### config.mk
export PLATFORM = sky130hd
export DESIGN_NAME = mac_seq_ctrl
export DESIGN_NICKNAME = d
export VERILOG_FILES = /design/src/rtl/mac_pkg.sv /design/src/rtl/mac_seq_ctrl.sv
export SDC_FILE = /design/constraint.sdc
export NUM_CORES = 1
export LEC_CHECK = 0
export ABC_AREA = 1
export CORE_ASPECT_RATIO = 0.9
export CORE_MARGIN = 4
export CORE_UTILIZATION = 37
export DETAILED_ROUTE_END_ITERATION = 8
export PLACE_DENSITY_LB_ADDON = 0.12
export SYNTH_ARGS = -nofsm -noshare
export SYNTH_HDL_FRONTEND = slang
export SYNTH_SLANG_ARGS = --single-unit
### constraint.sdc
create_clock -name clk -period 3.4 [get_ports clk]
set_input_delay 0.68 -clock clk [delete_from_list [all_inputs] [get_ports clk]]
set_output_delay 0.68 -clock clk [all_outputs]
set_load 0.005 [all_outputs]
### src/rtl/mac_pkg.sv
// Shared definitions for the MAC sequencer and its combinational MAC datapath.
package mac_pkg;

  // Default operand, accumulator and lane-count sizes.
  localparam int MAC_A_WIDTH   = 8;
  localparam int MAC_B_WIDTH   = 8;
  localparam int MAC_SUM_WIDTH = 22;
  localparam int MAC_LANES     = 5;

  // Width of the lane select, the lane index and the length field.
  localparam int SEL_WIDTH = 3;

  // Sequencer states.
  typedef enum logic [1:0] {
    IDLE = 2'd0,
    RUN  = 2'd1,
    HOLD = 2'd2
  } state_t;

endpackage

### src/rtl/mac_seq_ctrl.sv
// Sequencer that steps the shared MAC through lanes 0..len-1 and returns the sum on valid/ready.
module mac_seq_ctrl
  import mac_pkg::*;
#(
  parameter int A_width   = MAC_A_WIDTH,
  parameter int B_width   = MAC_B_WIDTH,
  parameter int SUM_width = MAC_SUM_WIDTH,
  parameter int LANES     = MAC_LANES
) (
  input  logic                     clk,
  input  logic                     rst,
  input  logic                     start,
  input  logic [SEL_WIDTH-1:0]     len,
  input  logic [A_width*LANES-1:0] inst_A,
  input  logic [B_width-1:0]       inst_B,
  input  logic [SUM_width-1:0]     inst_C,
  input  logic                     inst_TC,
  output logic                     busy,
  output logic [SEL_WIDTH-1:0]     mac_select,
  output logic [A_width*LANES-1:0] mac_A,
  output logic [B_width-1:0]       mac_B,
  output logic [SUM_width-1:0]     mac_C,
  output logic                     mac_TC,
  input  logic [SUM_width-1:0]     mac_sum,
  output logic [SUM_width-1:0]     SUM_out,
  output logic                     out_valid,
  input  logic                     out_ready
);

  localparam logic [SEL_WIDTH-1:0] MAX_LEN = SEL_WIDTH'(LANES);

  state_t               state;
  logic [SUM_width-1:0] acc;
  logic [SEL_WIDTH-1:0] idx;
  logic [SEL_WIDTH-1:0] cnt;

  // The MAC sees the lane index and running accumulator straight from their registers.
  assign mac_select = idx;
  assign mac_C      = acc;

  // Command FSM: latch on accept, walk the lanes feeding each partial sum back, then hold the result.
  always_ff @(posedge clk or posedge rst) begin
    if (rst) begin
      state     <= IDLE;
      acc       <= '0;
      idx       <= '0;
      cnt       <= '0;
      busy      <= 1'b0;
      out_valid <= 1'b0;
      SUM_out   <= '0;
      mac_A     <= '0;
      mac_B     <= '0;
      mac_TC    <= 1'b0;
    end else begin
      case (state)
        IDLE: begin
          if (start) begin
            mac_A  <= inst_A;
            mac_B  <= inst_B;
            mac_TC <= inst_TC;
            acc    <= inst_C;
            idx    <= '0;
            busy   <= 1'b1;
            if (len == '0) begin
              cnt       <= '0;
              SUM_out   <= inst_C;
              out_valid <= 1'b1;
              state     <= HOLD;
            end else begin
              cnt   <= (len > MAX_LEN) ? MAX_LEN : len;
              state <= RUN;
            end
          end
        end
        RUN: begin
          acc <= mac_sum;
          if (idx == cnt - SEL_WIDTH'(1)) begin
            idx       <= '0;
            SUM_out   <= mac_sum;
            out_valid <= 1'b1;
            state     <= HOLD;
          end else begin
            idx <= idx + SEL_WIDTH'(1);
          end
        end
        HOLD: begin
          if (out_ready) begin
            out_valid <= 1'b0;
            busy      <= 1'b0;
            state     <= IDLE;
          end
        end
        default: begin
          state <= IDLE;
        end
      endcase
    end
  end

endmodule

; ---- After elaboration in Yosys (flattened, before gate mapping)
; Index checks and enable logic that the tools add are counted.
[word_totals]
reg_bits = 103
in_bits = 100
output_inout_bits = 98
word_cells = 54
[classes]
n_addsub = 2
n_lt_le_gt_ge = 1
n_eq_ne = 7
mux = 23
n_reduce_logical = 11
[ops]
columns = operator, n
row1 = $mux W22, 4
row2 = $pmux W22 S2, 2
row3 = $mux W3, 4
row4 = $mux W2, 4
row5 = $ne A2 B2 Y1 const B, 4
row6 = $pmux W2 S3, 1
row7 = $pmux W3 S2, 1
row8 = $reduce_and A3 Y1, 2
row9 = $mux W1, 5
row10 = $reduce_and A5 Y1, 1
row11 = $reduce_and A2 Y1, 2
row12 = $reduce_and A4 Y1, 1
row13 = $reduce_bool A2 Y1, 2
row14 = $add A3 B1 Y3 const B, 1
row15 = $eq A3 B3 Y1, 1
row16 = $gt A3 B3 Y1 const B, 1
row17 = $logic_not A3 Y1, 1
row18 = $pmux W1 S3, 1
row19 = $reduce_bool A3 Y1, 1
row20 = $sub A3 B1 Y3 const B, 1
row21 = $eq A2 B1 Y1 const B, 1
row22 = $eq A2 B2 Y1 const B, 1
row23 = $logic_not A2 Y1, 1
row24 = $pmux W1 S2, 1

; ---- Depth between registers and ports, before layout
; Gate-level depths: netlist of run 1.
[depth]
word_depth = 4
mapped_depth = 13
depth_no_buf = 12

; ---- Worst setup path after synthesis of run 1
; No wires, ideal clock.
[synth_timing]
path_type = input port to flip-flop
startpoint = in start
endpoint = reg SUM_out[0]
setup_ns = 0.123
arrival_ns = 1.457
path_slack_ns = 1.820
cell_stages = 8
path_buffers = 1
cell_sequence = inv_1 nor2_8 nor2_4 nor2_2 nand2_4 buf_6 nand2_1 o21ai_2
[synth_between]
elab_chain_cells = 2
[synth_rtl]
columns = element, line_no
row1 = "start, declared", mac_seq_ctrl.sv:12  ; input logic start,
row2 = $ne A2 B2 Y1 (no source line), -
row3 = $reduce_and A4 Y1 (no source line), -
row4 = "end signal, assigned", mac_seq_ctrl.sv:66  ; SUM_out <= inst_C;
row5 = "end signal, assigned", mac_seq_ctrl.sv:79  ; SUM_out <= mac_sum;
row6 = "end, declared", mac_seq_ctrl.sv:25  ; output logic [SUM_width-1:0] SUM_out,
; Every way passes these cells.
; A chain may end at the register's enable or synchronous reset.

; ---- Worst setup path in the final report of run 1
[layout_timing]
startpoint = in len[1]
endpoint = reg SUM_out[8]
[layout_between]
elab_chain_cells = 3
[layout_rtl]
columns = element, line_no
row1 = "start, declared", mac_seq_ctrl.sv:13  ; input logic [SEL_WIDTH-1:0] len,
row2 = $logic_not A3 Y1, mac_seq_ctrl.sv:64  ; if (len == '0) begin
row3 = $ne A2 B2 Y1 (no source line), -
row4 = $reduce_and A4 Y1 (no source line), -
; Every way passes these cells.

==> run summary, run 1 <==
YS warnings = 0
Slew Viols, Final = 0
Routed wire per std cell = 14.1 µm
r2r startpoint = cnt[0]
Vias = 3563
synthesized area = 4320 µm²
post-synth cell types = 24
clock sinks = 103
Syn Area/Cell = 9.56 µm²
Syn-to-layout area delta = 54.7%
DRT iter0 DRCs = 186
Die Width = 122 µm
drt pass-1 iters = 6
internal power = 3.89 mW
Synth async-reset ratio = 1.00
Max Fclk = 490 MHz
Worst Setup End Kind = flip-flop
die area = 13500 µm²
postcts setup bufs = 0
total gr overflow = 0
worst-case clock buffer depth = 2
I/O Buffers = 197
status = completed
clock root cell = clkbuf_16
CTS resizes = 0
ANT nets after route = 0
mux contribution to synthesized area = 0.0510
P_leak = 3.19 nW
Worst-Margin Slew = 652 ps
Net Sw Frac = 0.354
post-synth top area cell = dfrtp_1
vias in the first global route = 3689
startpoint types = input pin
max incr delay on CP = 470 ps
main combinational cell family by area after synthesis = simple AND/OR/NAND/NOR gates
vias per cell = 4.42
Seq pwr share = 0.358
GR Util All Layers = 0.172
RSZ-0062 raised after global routing = false
core area = 11400 µm²
Worst Hold Launch = mac_A[1]
simple-gate share of the synthesized area = 0.212
htree depth = 3
Remaining DRCs = 0
setup TNS = 0 ps
Tcrit/Tclk final = 0.601
Crit-path slowest cell = clkdlybuf4s50_1
layout cells sized above 1 = 0.0800
Gate Count Post-Synth = 452
Clock power frac = 0.159
Pwr Density = 901 nW/µm²
Fin. Hold Viols = 0
Synth Net Count = 554
Top delay family on crit path = simple AND/OR/NAND/NOR gates
Critical Path Fanout Max = 46
ys flop type = dfrtp_1
diode count = 0
Final GP Congestion = 0.723
Clk Latency, worst-skew pair = 340 ps
Setup CP Type = in2reg
Die H = 111 µm
Post-Synth Adder-Cell Area = 0.00579
Post-synth EDFFs = 0
Comb power frac = 0.483
hold_buf cts = 0
row count = 37
Final Setup Violations = 0
worst-path cell chain = clkdlybuf4s50_1 > inv_1 > a31oi_1 > nor2_2 > nand2_4 > nand2_1 > o21ai_2
Critical Path RT = 3660 ps
post-route minimum period = 2040 ps
largest cells by area after synthesis = dfrtp_1, nand2_1, mux2i_1
sequential fraction of the synthesis area = 0.597
peak supply drop = 0.000412 V
top cell type's share of synthesized area = 0.597
drt total wl = 11400 µm
post-detail-place hpwl = 8310 µm
Num CTS Buffers = 9
CP startpoint = len[1]
largest net degree at the start of global routing = 50
worst path bufs/invs = 2
clk_skew = 7.09 ps
# Max-Cap Violations = 0
Initial Util = 0.378
nets = 747
sw power = 2.13 mW
first-pass GRT wire length = 18600 µm
I/O pin total = 198
CTS clk-pin slew, worst paths = 70 ps
Final Power = 6.02 mW
max_slew headroom = 0.565
Synth Register Bits = 103
Worst Path Arrival = 2300 ps
initial antenna violation count = 0
CTS tree = done
Hold WC Path Type = reg2reg
Synth Area in XOR/XNOR = 0.00203
Synth Area in Compound Gates = 0.0820
-- final cells by class --
| type | instances | area (µm²) |
|---|---|---|
| Sequential cell | 103 | 2580 |
| Timing Repair Buffer | 203 | 2030 |
| Clock inverter | 4 | 31.3 |
| Inverter | 20 | 77.6 |
| Fill cell | 1029 | 4750 |
| Clock buffer | 12 | 246 |
| Tap cell | 156 | 195 |
| Multi-Input combinational cell | 308 | 1520 |
-- power by group through the flow --
stage	Clock [mW]	Sequential, mW	Combinational (mW)
after global routing	1.04	2.24	3.25
after floorplan	0	2.20	1.44
after global placement	0	2.15	2.91
final	0.957	2.15	2.91
after detailed placement	0	2.17	2.98
after CTS	0.996	2.16	2.99
-- kinds of logic after synthesis --
kind of cell,Yosys count
buffers and inverters,41
DFF,103
AOI/OAI and AO/OA,54
and+or+nand+nor,229
xor gates and xnor gates,1
adders and majority gates,2
muxes,22
-- tightest hold or removal path: stages, from the launching register on --
cell,delay (ps)
dfrtp_1,350
nand2_1,50
nand2_1,40
-- layout by cell type, fill, tap and decap left out, drive strengths merged --
master | Yosys | final
a21oi | 3 | 3
xnor2 | 1 | 1
clkinvlp | 0 | 3
clkbuf | 1 | 12
clkinv | 1 | 2
nand2 | 216 | 216
inv | 19 | 19
ha | 2 | 2
mux2i | 22 | 22
buf | 20 | 6
o21ai | 50 | 50
a31oi | 1 | 1
dfrtp | 103 | 103
clkdlybuf4s50 | 0 | 197
nor2 | 7 | 7
nand3 | 5 | 5
nor3 | 1 | 1
-- worst paths after layout --
path	slack, ps	cells past startpoint	to
max	1360	7	SUM_out[8]
min	470	2	mac_A[1]
max reg2reg	1500	12	SUM_out[8]
min reg2reg	470	2	mac_A[1]
max in group asynchronous	1970	3	busy
min in group asynchronous	730	2	mac_A[3]
-- registers in the layout, indices dropped and copies added (netlist names), 2 cells and up --
name	cells
SUM_out	22
mac_B	8
mac_C	22
cnt	3
mac_select	3
mac_A	40
state	2
-- layer usage --
layer  wire length, µm  vias up  track usage
met5                 0        -            0
met4               103        0       0.0471
met3               806        7       0.0579
met2              5710       96        0.290
met1              4750     1657        0.210
li1                  -     1803            -
-- through the flow --
step / utilization / setup slack, ps / hold slack, ps / cells / cell area, µm²
after floorplan: - / 16.2 / 464 / 452 / 4320
after global placement: 0.560 / 985 / 453 / 790 / 6400
after detailed placement: 0.560 / 983 / 458 / 790 / 6400
after CTS: 0.584 / 1340 / 475 / 806 / 6680
after global routing: 0.584 / 1180 / 492 / 806 / 6680
final: 0.584 / 1360 / 471 / 806 / 6680
-- cell usage after synthesis, types with 2 or more instances --
library cell	number
o21ai_2	22
mux2i_1	22
ha_1	2
nor2_1	3
buf_6	6
nor2_4	2
buf_1	5
nand3_1	5
dfrtp_1	103
nand2_4	2
inv_1	16
a21oi_1	3
nand2_1	214
buf_4	3
inv_2	3
buf_2	6
o21ai_0	28
No activity file was read; power rests on OpenSTA's default activity.
==> run 2: changes to the inputs <==
==> constraint.sdc (replaced) <==
create_clock -name clk -period 1.77 [get_ports clk]
set_input_delay 0.354 -clock clk [delete_from_list [all_inputs] [get_ports clk]]
set_output_delay 0.354 -clock clk [all_outputs]
set_load 0.005 [all_outputs]
==> run 2 against run 1 <==
Effect of this change:
- core utilization is 1.6 points higher
- non-clock buffer count rose by 8
- clock power increased by 120%
==> run summary, run 2 (synthesized netlist as in run 1, its figures left out) <==
most heavily used metal layer in global routing = met2
Critical Path RT = 1420 ps (-2240 ps)
P_leak = 3.29 nW (+3.0%)
post-detail-place hpwl = 8410 µm (+1.2%)
max_slew headroom = 0.663 (+0.0980)
Num CTS Buffers = 9 (unchanged)
Crit-path slowest cell = clkdlybuf4s50_1
Die H = 111 µm (unchanged)
drt pass-1 iters = 4 (-2)
vias in the first global route = 3666 (-0.62%)
worst path bufs/invs = 1 (-1)
first-pass GRT wire length = 18600 µm (-0.23%)
clk_skew = 7.51 ps (+0.415 ps)
layout cells sized above 1 = 0.0942 (+0.0142)
htree depth = 3 (unchanged)
hold_buf cts = 0 (unchanged)
Die Width = 122 µm (unchanged)
Remaining DRCs = 0 (unchanged)
most frequent cells in the layout = nand2_1, clkdlybuf4s50_1, dfrtp_1
Syn-to-layout area delta = 58.8%
peak supply drop = 0.000877 V (+110%)
Clock power frac = 0.174 (+0.015)
clock sinks = 103 (unchanged)
Worst-Margin Slew = 506 ps (-146 ps)
sw power = 4.11 mW (+93%)
Routed wire per std cell = 13.7 µm (-2.8%)
Biggest register = mac_A
Seq pwr share = 0.341 (-0.017)
postcts setup bufs = 0 (unchanged)
Final Setup Violations = 0 (unchanged)
largest net degree at the start of global routing = 57 (+14%)
Worst Path Arrival = 1340 ps (-960 ps)
GR Layer Usage met3 = 0.0502 (-0.00768)
Comb power frac = 0.484 (about the same)
ANT nets after route = 0 (unchanged)
CTS resizes = 0 (unchanged)
worst-case clock buffer depth = 2 (unchanged)
I/O Buffers = 197 (unchanged)
met2 Usage GRT = 0.288 (-0.00184)
Initial Util = 0.378 (unchanged)
Fin. Hold Viols = 0 (unchanged)
Tcrit/Tclk final = 0.959
Worst Setup End Kind = primary output
Top delay family on crit path = buffers and inverters
startpoint types = flip-flop
clock root cell = clkbuf_16
Clk Latency, worst-skew pair = 340 ps (about the same)
Max Fclk = 589 MHz
internal power = 8.06 mW (+110%)
commonest non-fill, non-tap cell in the layout = nand2_1
Pwr Density = 1770 nW/µm² (+97%)
I/O pin total = 198 (unchanged)
Area after DPL = 6530 µm² (+1.9%)
drt total wl = 11200 µm (-1.8%)
vias per cell = 4.48 (+1.3%)
RSZ-0062 raised after global routing = false
cell area after layout = 6860 µm² (+2.7%)
Slew Viols, Final = 0 (unchanged)
GR Util All Layers = 0.173 (+0.000506)
initial antenna violation count = 0 (unchanged)
diode count = 0 (unchanged)
core area = 11400 µm² (unchanged)
post-route minimum period = 1700 ps
CTS clk-pin slew, worst paths = 70 ps (about the same)
# fillers = 996 (-3.2%)
Final GP Congestion = 0.736 (+1.8%)
die area = 13500 µm² (unchanged)
# Max-Cap Violations = 0 (unchanged)
GR Layer Usage met1 = 0.216 (+0.00559)
max incr delay on CP = 570 ps (+100 ps)
setup TNS = 0 ps (unchanged)
CTS tree = done
row count = 37 (unchanged)
Critical Path Fanout Max = 6 (-87%)
Hold WC Path Type = in2async
worst-path cell chain = clkdlybuf4s50_1
Vias = 3644 (+2.3%)
DRT iter0 DRCs = 135 (-27%)
total gr overflow = 0 (unchanged)
status = completed
Net Sw Frac = 0.338 (-0.0160)
Setup CP Type = reg2out
nets = 755 (+1.1%)
max FFs per register = 40 (unchanged)
==> run 2: cell count changes in the layout (fill, tap and decap cells not counted), moves of 2 or more <==
| cell | previous run | this run |
|---|---|---|
| clkinvlp_4 | 3 | 1 |
| buf_12 | 1 | 6 |
| nand2_1 | 214 | 212 |
| nand2_2 | 0 | 2 |
| bufinv_16 | 0 | 2 |
| buf_4 | 5 | 8 |
==> run 2: path summary, 6_finish.rpt <==
check / from / to / cells after the start / slack, ps
max in group asynchronous: rst / mac_A[11] / 3 / 1030
hold reg to reg: mac_B[5] / mac_B[5] / 2 / 470
hold / removal: rst / mac_C[10] / 3 / 470
min in group clk: mac_B[5] / mac_B[5] / 2 / 470
setup / recovery: mac_select[0] / mac_select[0] / 1 / 70
setup reg to reg: cnt[0] / SUM_out[10] / 10 / 140
==> run 2: cell type report <==
type,count,area (µm²),area share
flip-flops and latches,103,2580,0.376
repair buffers,211,2150,0.314
multi-input cells,308,1530,0.223
clock buffers,13,260,0.0379
inverters,20,81.3,0.0119
well taps,156,195,0.0285
clock inverters,3,65.1,0.00948
==> run 2: metal layers <==
layer / share of wire / vias up
li1: - / 1823
met5: 0 / -
met4: 0.017 / 0
met3: 0.066 / 17
met1: 0.41 / 1696
met2: 0.50 / 108
==> run 2: metrics by stage <==
stage	hold slack, ps	cells	total power [mW]	utilization	setup slack (ps)
finish	467	814	12.2	0.600	72.4
global route	494	814	13.1	0.600	10.9
CTS	468	814	12.4	0.599	17.8
detailed placement	457	798	10.2	0.571	-40.1
global placement	452	798	10.0	0.571	-30.2
floorplan	464	452	6.99	-	184
==> run 2: power groups by stage <==
| stage | combinational (mW) | sequential (mW) | clock (mW) |
|---|---|---|---|
| 3_5_place_dp | 6.00 | 4.18 | 0 |
| 4_1_cts | 6.02 | 4.16 | 2.20 |
| 5_1_grt | 6.53 | 4.31 | 2.28 |
| 2_1_floorplan | 2.77 | 4.22 | 0 |
| 6_report | 5.89 | 4.16 | 2.12 |
| 3_3_place_gp | 5.87 | 4.15 | 0 |
